--- src/rtl/up_bus_pkg.sv ---
// Shared definitions for the up_* register bus: arbiter states, master indices
// and default bus widths used by the arbiter, register file and SPI master.
package up_bus_pkg;

    typedef enum logic [1:0] {
        IDLE  = 2'd0,
        ISSUE = 2'd1,
        WAIT  = 2'd2,
        ACK   = 2'd3
    } state_t;

    localparam logic M0 = 1'b0;
    localparam logic M1 = 1'b1;

    localparam int UP_ADDR_W = 32;
    localparam int UP_DATA_W = 32;

endpackage

--- src/rtl/rr_arb2.sv ---
// Two-way round-robin picker; purely combinational, the last-grant history
// register lives in the parent so this block has no state.
module rr_arb2
    import up_bus_pkg::*;
(
    input  logic [1:0] req,
    input  logic       last_gnt,
    output logic       gnt_idx,
    output logic       gnt_vld
);

    always_comb begin
        gnt_vld = |req;
        gnt_idx = M0;
        if (req == 2'b11) begin
            gnt_idx = ~last_gnt;
        end else if (req[1]) begin
            gnt_idx = M1;
        end
    end

endmodule

--- src/rtl/up_bus_arb.sv ---
// Two-master arbiter/sequencer for the shared up_* register bus: round-robin
// grant, single-cycle slave strobes, fixed-latency read capture, one-cycle ack.
//
// state | meaning
// IDLE  | no transaction; sample requests and latch the winner
// ISSUE | up_wr or up_rd strobe high; reads load the latency counter
// WAIT  | read in flight; capture up_data_rd when the counter hits 1
// ACK   | granted master's ack high for one cycle
module up_bus_arb
    import up_bus_pkg::*;
#(
    parameter int ADDR_W = UP_ADDR_W,
    parameter int DATA_W = UP_DATA_W,
    parameter int RD_LAT = 1
) (
    input  logic              up_clk,
    input  logic              up_rst_n,
    input  logic              m0_req,
    input  logic              m0_we,
    input  logic [ADDR_W-1:0] m0_addr,
    input  logic [DATA_W-1:0] m0_wdata,
    output logic              m0_ack,
    output logic [DATA_W-1:0] m0_rdata,
    input  logic              m1_req,
    input  logic              m1_we,
    input  logic [ADDR_W-1:0] m1_addr,
    input  logic [DATA_W-1:0] m1_wdata,
    output logic              m1_ack,
    output logic [DATA_W-1:0] m1_rdata,
    output logic              up_wr,
    output logic              up_rd,
    output logic [ADDR_W-1:0] up_addr,
    output logic [DATA_W-1:0] up_data_wr,
    input  logic [DATA_W-1:0] up_data_rd,
    output logic              busy
);

    localparam int CNT_W = 4;

    state_t            state;
    logic              gnt;
    logic              we;
    logic              last_gnt;
    logic [CNT_W-1:0]  lat_cnt;

    logic              pick_idx;
    logic              pick_vld;
    logic              sel_we;
    logic [ADDR_W-1:0] sel_addr;
    logic [DATA_W-1:0] sel_wdata;

    rr_arb2 u_rr_arb2 (
        .req      ({m1_req, m0_req}),
        .last_gnt (last_gnt),
        .gnt_idx  (pick_idx),
        .gnt_vld  (pick_vld)
    );

    assign sel_we    = (pick_idx == M1) ? m1_we    : m0_we;
    assign sel_addr  = (pick_idx == M1) ? m1_addr  : m0_addr;
    assign sel_wdata = (pick_idx == M1) ? m1_wdata : m0_wdata;

    always_ff @(posedge up_clk or negedge up_rst_n) begin
        if (!up_rst_n) begin
            state      <= IDLE;
            gnt        <= M0;
            we         <= 1'b0;
            last_gnt   <= M1;
            lat_cnt    <= '0;
            m0_ack     <= 1'b0;
            m1_ack     <= 1'b0;
            m0_rdata   <= '0;
            m1_rdata   <= '0;
            up_wr      <= 1'b0;
            up_rd      <= 1'b0;
            up_addr    <= '0;
            up_data_wr <= '0;
            busy       <= 1'b0;
        end else begin
            case (state)
                IDLE: begin
                    if (pick_vld) begin
                        gnt        <= pick_idx;
                        last_gnt   <= pick_idx;
                        we         <= sel_we;
                        up_addr    <= sel_addr;
                        up_data_wr <= sel_wdata;
                        up_wr      <= sel_we;
                        up_rd      <= ~sel_we;
                        busy       <= 1'b1;
                        state      <= ISSUE;
                    end
                end
                ISSUE: begin
                    up_wr <= 1'b0;
                    up_rd <= 1'b0;
                    if (we) begin
                        m0_ack <= (gnt == M0);
                        m1_ack <= (gnt == M1);
                        state  <= ACK;
                    end else begin
                        lat_cnt <= CNT_W'(RD_LAT);
                        state   <= WAIT;
                    end
                end
                WAIT: begin
                    lat_cnt <= lat_cnt - CNT_W'(1);
                    // counter value 1 marks the cycle up_data_rd is valid
                    if (lat_cnt == CNT_W'(1)) begin
                        if (gnt == M1) begin
                            m1_rdata <= up_data_rd;
                        end else begin
                            m0_rdata <= up_data_rd;
                        end
                        m0_ack <= (gnt == M0);
                        m1_ack <= (gnt == M1);
                        state  <= ACK;
                    end
                end
                ACK: begin
                    m0_ack <= 1'b0;
                    m1_ack <= 1'b0;
                    busy   <= 1'b0;
                    state  <= IDLE;
                end
                default: begin
                    state <= IDLE;
                end
            endcase
        end
    end

endmodule
--- config.mk ---
export PLATFORM = sky130hd
export DESIGN_NAME = up_bus_arb
export DESIGN_NICKNAME = d
export VERILOG_FILES = /design/src/rtl/up_bus_pkg.sv /design/src/rtl/rr_arb2.sv /design/src/rtl/up_bus_arb.sv
export SDC_FILE = /design/constraint.sdc
export NUM_CORES = 1
export LEC_CHECK = 0
export BUFFER_PORTS_ARGS = -buffer_cell sky130_fd_sc_hd__buf_2
export CAP_MARGIN = 20
export CORE_MARGIN = 1
export CORE_UTILIZATION = 48
export CTS_BUF_LIST = sky130_fd_sc_hd__clkbuf_2 sky130_fd_sc_hd__clkbuf_4 sky130_fd_sc_hd__clkbuf_8
export DETAILED_ROUTE_END_ITERATION = 10
export PLACE_DENSITY = 0.83
export SYNTH_ARGS = -nofsm -noshare
export SYNTH_HDL_FRONTEND = slang
export SYNTH_SLANG_ARGS = --single-unit
--- constraint.sdc ---
create_clock -name up_clk -period 3 [get_ports up_clk]
set_clock_uncertainty 0.1 [all_clocks]
set_input_delay 0.3 -clock up_clk [delete_from_list [all_inputs] [get_ports up_clk]]
set_output_delay 0.3 -clock up_clk [all_outputs]
set_load 0.05 [all_outputs]
-- After elaboration in Yosys (flattened, before gate mapping)
Index checks and enable logic that the tools add are counted.
- register bits: 142
- input bits: 166
- logic and storage cells: 64
- $add $sub $neg: 1
- equality and inequality tests: 9
- muxes and demuxes: 23
- bitwise logic cells: 3
- reduce and logical (&&, ||, !) cells: 14
- operators with widths (operator ; count):
    32-bit 2-to-1 mux ; 2
    1-bit 2-to-1 mux ; 11
    2-bit AND reduction ; 5
    3-bit AND reduction ; 3
    2-bit inequality test (second input constant) ; 4
    2-bit case mux with 4 select lines ; 1
    4-bit case mux with 2 select lines ; 1
    2-bit equality test (second input constant) ; 3
    1-bit case mux with 2 select lines ; 3
    1-bit case mux with 3 select lines ; 2
    2-bit nonzero test ; 3
    4-bit by 1-bit equality test with 1-bit output (second input constant) ; 1
    2-bit 2-to-1 mux ; 2
    4-bit 2-to-1 mux ; 1
    4-bit by 1-bit subtractor with 4-bit output (second input constant) ; 1
    1-bit inverter ; 3
    3-bit nonzero test ; 1
    2-bit by 1-bit equality test with 1-bit output (second input constant) ; 1
    2-bit zero test ; 1
    2-bit OR reduction ; 1

-- Longest topological paths before layout
Gate-level depths: netlist of the first run.
- depth in word-level cells: 6
- gate-level depth with buffers: 7
- mapped depth without buffers: 5

-- Modules after synthesis
A second synthesis of the first run with hierarchy kept.
- cell total of the unflattened synthesis: 493
- area total of the unflattened synthesis: 6067.1 sq um
- modules (own cells, without submodules) (module ; instances ; cells each ; area each (sq um)):
    up_bus_arb ; 1 ; 491 ; 6053.3
    rr_arb2 ; 1 ; 2 ; 13.8

-- Worst setup path after synthesis of the first run
OpenSTA, ideal clock, no wires.
- path type: register -> register
- from: reg lat_cnt[1]
- to: reg m1_rdata[0]
- data arrival time: 1.852 ns
- required time: 2.775 ns
- slack: 0.923 ns
- cell stages (with the launch flop): 8
- clock period less this slack: 2.077 ns
- cell sequence: dfrtp_1 > inv_1 > ha_1 > or3b_4 > or3_1 > buf_2 > buf_6 > mux2_4
- longest elaborated chain between the ends: 2
- RTL lines (what ; line ; source):
    from (decl) ; up_bus_arb.sv:44 ; logic [CNT_W-1:0] lat_cnt;
    from (signal assigned) ; up_bus_arb.sv:102 ; lat_cnt <= CNT_W'(RD_LAT);
    from (signal assigned) ; up_bus_arb.sv:107 ; lat_cnt <= lat_cnt - CNT_W'(1);
    4-bit by 1-bit equality test with 1-bit output ; up_bus_arb.sv:109 ; if (lat_cnt == CNT_W'(1)) begin
    3-bit AND reduction (no line) ; - ;
    to (signal assigned) ; up_bus_arb.sv:111 ; m1_rdata <= up_data_rd;
    to (decl) ; up_bus_arb.sv:29 ; output logic [DATA_W-1:0] m1_rdata,
Every way passes these cells.
A chain may end at the register's enable or synchronous reset.

-- Final worst setup path of the first run
- from: reg state[0]
- to: reg m1_rdata[21]
- longest elaborated chain between the ends: 2
- RTL lines (what ; line ; source):
    from (decl) ; up_bus_arb.sv:40 ; state_t state;
    from (signal assigned) ; up_bus_arb.sv:65 ; state <= IDLE;
    from (signal assigned) ; up_bus_arb.sv:91 ; state <= ISSUE;
    from (signal assigned) ; up_bus_arb.sv:100 ; state <= ACK;
    2-bit equality test ; up_bus_arb.sv:80 ; case (state)
    3-bit AND reduction (no line) ; - ;
Every way passes these cells.

==> results of run 1 <==
-- sequential cells by signal (all words and copies together), names as in the netlist --
register and count:
lat_cnt 4, busy 1, gnt 1, state 2, m1_rdata 32, m0_rdata 32, up_wr 1, m1_ack 1
up_addr 32, up_rd 1, last_gnt 1, we 1, m0_ack 1, up_data_wr 32
-- per-layer routing --
layer	wire length (um)	vias to the layer above
met1	6320	2332
met4	440	0
li1	-	2389
met3	1120	30
met2	8240	223
met5	0	-
-- cell type report --
| class | count | area, um^2 | share of cell area (%) |
|---|---|---|---|
| Sequential cell | 142 | 3550 | 41.3 |
| Inverter | 9 | 33.8 | 0.393 |
| Timing Repair Buffer | 338 | 1920 | 22.3 |
| Clock buffer | 22 | 297 | 3.45 |
| Clock inverter | 10 | 86.3 | 1.00 |
| Multi-Input combinational cell | 316 | 2500 | 29.0 |
| Tap cell | 172 | 215 | 2.50 |
-- logic make-up after synthesis --
family                   count (synthesis)
multiplexers                           132
flip-flops                             142
adder cells (fa/ha/maj)                  7
AO/OA/AOI/OAI                           90
buffers and inverters                   40
AND/OR/NAND/NOR                         87
-- worst max-delay path, cell delays in order, from the launching register on --
cell and delay [ns]:
dfrtp_1 0.42, inv_1 0.14, ha_1 0.35, inv_1 0.16, or3_2 0.46, buf_4 0.32, mux2_4 0.37
-- through the flow --
| stage | total power [mW] | hold slack [ns] | setup WS (ns) | util [%] |
|---|---|---|---|---|
| 2_1_floorplan | 8.13 | -0.0956 | 0.923 | - |
| 3_3_place_gp | 9.57 | 0.199 | 0.643 | 62.5 |
| 3_5_place_dp | 9.72 | 0.205 | 0.553 | 62.5 |
| 4_1_cts | 11.2 | 0.00628 | 0.554 | 68.2 |
| 5_1_grt | 11.8 | 0.0219 | 0.443 | 68.2 |
| 6_report | 11.2 | 0.0371 | 0.553 | 68.2 |
-- layout by cell type, fill, tap and decap left out, types with 2 or more instances in the layout --
master	synthesis	layout
buf_2	9	297
dfrtp_1	141	141
o21ai_0	70	70
nand2_1	68	68
mux2i_1	65	65
mux2_2	35	35
dlygate4sd3_1	0	33
mux2_4	30	30
clkbuf_8	0	21
inv_1	9	9
nor2_1	7	7
ha_1	7	7
clkinv_2	0	5
a21oi_1	4	4
buf_4	0	4
clkinvlp_4	0	3
buf_12	0	3
and2_1	2	2
nor2b_1	2	2
o31ai_1	2	2
mux2_1	2	2
-- power by group through the flow --
stage               clock, mW  combinational [mW]  sequential, mW
global route             1.59                6.70            3.53
floorplan                   0                1.68            6.45
global placement            0                6.18            3.38
CTS                      1.49                6.33            3.40
detailed placement          0                6.30            3.42
finish                   1.47                6.32            3.42
-- how the worst min path moves through the flow --
stage	start	endpoint	slack (ns)
final	m1_addr[6]	up_addr[6]	0.04
after global routing	up_data_rd[1]	m1_rdata[1]	0.02
after CTS	m1_addr[6]	up_addr[6]	0.006
after detailed placement	up_rst_n	up_data_wr[16]	0.20
after global placement	up_rst_n	up_data_wr[14]	0.20
after floorplan	up_rst_n	busy	-0.1
-- repair_timing --
item	CTS	global route
endpoints found under the hold margin	116	0
hold buffers	33	0
endpoints found under the setup margin	0	0
==> impl_results.md, run 1 <==
* Outcome: finished, final reports clean
* Synth cell count leaders: 141 x dfrtp_1, 70 x o21ai_0, 68 x nand2_1
* Final ANT Viol Nets at 0
* Sequential fraction of design power at between 30% and 40%
* R2R depth at 6
* Met3 Usage GRT at under 10%
* Busiest layer in global routing: met2
* #FFs+latches synth at 142
* Share of layout cells above drive strength 1 at 48.9%
* Worst Path Required at 3.22 ns
* Final hold vios at 0
* GRT Overall Usage at 24.2%
* First DRT Iteration DRCs at 338
* Die height at 116 um
* Clock Latency Late Sink at between 0.4 and 0.5 ns
* Non-Filler Instances at 1009
* Die width at 116 um
* Nets at 997
* PD cells at 1300 nW/um^2
* Post-CTS sizing at 0
* DR WL/cell at 16.0 um
* Crit. End Element: flop
* Min-Delay Path Class: in2reg
* Tcrit/Tclk final at 81.6%
* Die ar. at roughly 13000 um^2
* Area share of the largest cell type after synthesis at a little under three fifths
* Layout filler cell count at 941
* Largest net degree at the start of global routing at 100
* First-pass GRT wire length at roughly 24 mm
* Main area contributors after synthesis: dfrtp_1 57%, mux2i_1 10%, mux2_4 7.3%
* Gate Count Post-Synth at 498
* Final Max Slew Viols at 0
* Register area share after synthesis at between 50% and 60%
* Placer Congestion at 0.791
* Syn Nets at 671
* Area post-placement at 7890 um^2
* Peak VDD IR at around 0.0005 V
* Clk sinks at 142
* Met2 Use GR at 42.5%
* Async SR Flop Fraction at 100%
* Lkg Pwr at 4.70 nW
* WL final at 16.1 mm
* TritonCTS Buffers at 17
* Int Pwr at 5.35 mW
* Post-DP HPWL at 11.3 mm
* Simple-Gate Fraction of Synth Area at 5.90%
* Primary FF master, synth: dfrtp_1
* Drt drc at 0
* Drt pass-1 iters at 4
* Vias post-DR at 4974
* Main combinational cell family by area after synthesis: multiplexers
* Via-to-Cell Ratio at roughly 4.9
* Worst slew margin at 43.0%
* N_diodes at 0
* Fin area at between 8000 and 9000 um^2
* Final setup fails at 0
* Hold path cells at 3
* Synth unique cells at 39
* Area Growth Syn to Fin at 38.5%
* Row Count at 41
* Worst Setup EP: m1_rdata[21]
* Vias in the first global route at 4697
* Critical Path Start: state[0]
* Critical path peak fanout at 32
* Yosys top cell by area: dfrtp_1
* Most frequent cell after synthesis: dfrtp_1
* # H-tree levels at 4
* Congestion Overflow GR at 0
* Worst Path Arrival at 2.67 ns
* Ports at about 300
* Combinational Power Share at 56.4%
* RSZ-0062 raised after global routing: no
* Worst-Margin Slew at between 0.8 and 0.9 ns
* Adder-cell area share of the yosys netlist at 1.41%
* Final min period at 2.45 ns
* Avg Inst Size Synth at roughly 12 um^2
* Capturing point of the worst reg2reg path: m1_rdata[21]
* IO buf count at approximately 300
* Setup Crit Path Kind: reg2reg
* Switching Share at between 50 and 60%
* CTS root buf: clkbuf_8
* Startpoint type of the worst setup path: flop
* Synth Area in Compound Gates at 8.06%
* Initial antenna violation count at 0
* Core area at 12600 um^2
* Final setup TNS at 0 ns
* Mapped cell area at 6210 um^2
* Max Cap Viol at 0
* Max clock buf depth at 2
* Number of synthesized flops with an enable pin at 0
* Worst r2r src: state[0]
* Worst reg2reg setup slack at 0.55 ns
* Psw at between 5 and 6 mW
* Post-synthesis mux area share at 24.4%
* Initial Util at 49.2%
* CTS clk-pin slew, worst paths at 0.08 ns
* Setup Buffers After CTS at 0
* Clock share of power at 13.1%
* Synth warn at 0
* Achievable clock frequency at 409 MHz
* CTS tree: built
* Met1 Use GR at 27.4%
* Inst Count DP at 944
* XOR/XNOR Fraction of Synth Area at 0%
Note: power is estimated with default switching activity, not from simulation.
==> run 2, diff against run 1 <==
CORE_UTILIZATION = 43   (was 48)
PLACE_DENSITY = 0.78   (was 0.83)
clock period = 2.15 ns   (was 3 ns; I/O delays follow)
==> run 2 against run 1 <==
- the flow now finishes with violations (setup timing)
- total power up 50%
- sequential power up 42%
- worst hold slack worse by 0.022 ns
- largest power group unchanged
- non-clock buffer count up 145
- combinational power up 56%
- via count up 20%
- maximum frequency up 13%
- setup slack worse by 0.57 ns
- count of clock-buffer cells in the layout down 2
==> impl_results.md, run 2 (synthesis gave the netlist of run 1 again) <==
* Outcome: complete, but fails checks
* Failing checks: setup timing
* WL final at 22.7 mm (+41%)
* Family with the most delay on the worst path: simple AND/OR/NAND/NOR gates
* Initial Util at 44.4% (-4.8 points)
* Final hold vios at 0 (unchanged)
* Startpoint type of the worst setup path: flop
* Post-DP HPWL at 12.0 mm (+6.1%)
* Worst Path Arrival at 2.39 ns (-0.28 ns)
* Fin area at 10300 um^2 (+19%)
* Layout filler cell count at 883 (-6.2%)
* Crit. End Element: flop
* RSZ-0062 raised after global routing: yes
* CTS tree: built
* Area post-placement at 8050 um^2 (+2.1%)
* Crit. path cell count at 8 (+2)
* Worst slew margin at 47.9% (+4.8 points)
* Final worst setup slack at -0.0134 ns (-0.566 ns)
* Clk sinks at 142 (unchanged)
* Tcrit/Tclk final at 101% (+19 points)
* Hold path cells at 3 (unchanged)
* Final min period at 2.16 ns (-0.284 ns)
* Via-to-Cell Ratio at 5.16 (+4.7%)
* Setup WS pre-CTS at -0.0285 ns (-0.581 ns)
* # H-tree levels at 4 (unchanged)
* Final setup fails at 1 (+1)
* Sequential fraction of design power at 28.8% (-1.7 points)
* WP buf/inv at 4 (+1)
* Worst path cell trace: inv_2, ha_4, or3b_4, buf_6, nor3_4, buf_12, buf_12, mux2_1
* First-pass GRT wire length at 32.4 mm (+35%)
* Area Growth Syn to Fin at 65.2%
* Drt drc at 0 (unchanged)
* Combinational Power Share at 58.5% (+2.1 points)
* Setup Crit Path Kind: reg2reg
* Largest stage delay, worst path at 0.39 ns (-0.07 ns)
* Register area at 3550 um^2 (unchanged)
* TritonCTS Buffers at 17 (unchanged)
* Final Max Slew Viols at 0 (unchanged)
* Hold path startpoint: m1_addr[30]
* Clock Latency Late Sink at 0.44 ns (about the same)
* Max clock buf depth at 2 (unchanged)
* PD cells at 1640 nW/um^2 (+26%)
* Drt pass-1 iters at 5 (+1)
* Initial antenna violation count at 0 (unchanged)
* Slowest cell on the critical path: dfrtp_1
* Hold EP: up_addr[30]
* Capturing point of the worst reg2reg path: m0_rdata[25]
* Final ANT Viol Nets at 0 (unchanged)
* Achievable clock frequency at 462 MHz (+13%)
* Multi-input logic area at 2600 um^2 (+4.2%)
* Die ar. at 14900 um^2 (+11%)
* Die width at 122 um (+5.6%)
* CTS root buf: clkbuf_8
* Tot Pwr at 16.8 mW (+50%)
* N_diodes at 0 (unchanged)
* Switching Share at 51.8% (-0.48 points)
* Int Pwr at 8.12 mW (+52%)
* IO buf count at 298 (unchanged)
* R2R depth at 8 (+2)
* Commonest non-fill, non-tap cell in the layout: buf_2
* Commonest non-fill, non-tap cells in the layout: 297 x buf_2, 151 x dlygate4sd3_1, 141 x dfrtp_1
* Most used cell, CP: buf_12
* Share of layout cells above drive strength 1 at 44.5% (-4.4 points)
* Congestion Overflow GR at 0 (unchanged)
* Vias post-DR at 5987 (+20%)
* Nets at 1142 (+15%)
* Die height at 122 um (+5.6%)
* DR WL/cell at 19.5 um (+22%)
* Worst r2r src: lat_cnt[1]
* Psw at 8.71 mW (+49%)
* CTS clk-pin slew, worst paths at 0.08 ns (about the same)
* First DRT Iteration DRCs at 313 (-7.4%)
* Peak VDD IR at 0.000975 V (+99%)
* Clock share of power at 12.6% (-0.5 points)
* Largest net degree at the start of global routing at 55 (-45%)
* Worst-Margin Slew at 0.779 ns (-0.0722 ns)
* Row Count at 43 (+4.9%)
* GRT Overall Usage at 29.1% (+4.9 points)
* Lkg Pwr at 5.45 nW (+16%)
* Critical path peak fanout at 8 (-75%)
* Min-Delay Path Class: in2reg
* Core area at 14000 um^2 (+11%)
* Vias in the first global route at 6275 (+34%)
* Worst reg2reg setup slack at -0.01 ns (-0.57 ns)
* Placer Congestion at 0.824 (+4.2%)
* Worst Path Required at 2.37 ns (-0.85 ns)
* Max Cap Viol at 0 (unchanged)
* Ports at 299 (unchanged)
## run 2: changes by cell type in the layout (fill, tap and decap cells not counted), moves of 2 or more
cell	change
clkbuf_8	-2
mux2_2	-21
buf_12	+5
dlymetal6s4s_1	+2
buf_8	+3
buf_4	+12
mux2_4	+22
clkinv_2	-2
buf_6	+2
clkbuf_16	+2
dlygate4sd3_1	+118
## run 2: worst max-delay path by stage
stage               start      endpoint  slack, ns
6_report       lat_cnt[1]  m0_rdata[25]      -0.01
5_1_grt        lat_cnt[1]  m0_rdata[25]      -0.06
4_1_cts        lat_cnt[1]  m0_rdata[23]      0.006
3_5_place_dp   lat_cnt[1]  m1_rdata[10]      -0.03
3_3_place_gp   lat_cnt[1]  m1_rdata[15]       0.02
2_1_floorplan  lat_cnt[1]   m1_rdata[0]       0.07
## run 2: layout make-up
class	instances	share of cell area, %
inverters	9	0.329
repair buffers	483	33.7
well taps	180	2.20
clock buffers	20	2.62
clock inverters	10	1.12
multi-input cells	316	25.4
flip-flops and latches	142	34.6
## run 2: worst min-delay path, delay by kind of cell
family | cells | cell delay (ns)
AO/OA/AOI/OAI | 1 | 0.15
buffers and inverters | 1 | 0.08
multiplexers | 1 | 0.07
## run 2: metal layers
| metal | track usage (%) | part of all wire [%] | vias to the layer above |
|---|---|---|---|
| li1 | - | - | 2679 |
| met1 | 32.3 | 37 | 2821 |
| met2 | 48.6 | 49 | 388 |
| met3 | 8.57 | 7.5 | 99 |
| met4 | 19.2 | 6.3 | 0 |
| met5 | 0 | 0 | - |
## run 2: per-stage QoR
step	cells	util, %	TNS, ns	hold slack (ns)
after floorplan	498	-	0	-0.181
after global placement	966	57.6	0	0.0549
after detailed placement	966	57.6	-0.549	0.0554
after CTS	1150	71.5	0	0.00425
after global routing	1160	73.3	-1.30	0.0155
final	1160	73.3	-0.0134	0.0148
## run 2: repair_timing
action / CTS / global route
hold buffers: 153 / 0
pin swaps: 0 / 2
gates resized for setup: 2 / 36
buffers inserted: 0 / 7
hold endpoints to repair: 266 / 0
endpoints found under the setup margin: 30 / 51
gates cloned: 1 / 3
## run 2: power groups by stage
| stage | sequential [mW] | combinational, mW | clock [mW] |
|---|---|---|---|
| 2_1_floorplan | 9.00 | 2.35 | 0 |
| 3_3_place_gp | 4.72 | 8.82 | 0 |
| 3_5_place_dp | 4.77 | 9.00 | 0 |
| 4_1_cts | 4.73 | 9.30 | 2.15 |
| 5_1_grt | 4.97 | 10.3 | 2.27 |
| 6_report | 4.85 | 9.85 | 2.13 |
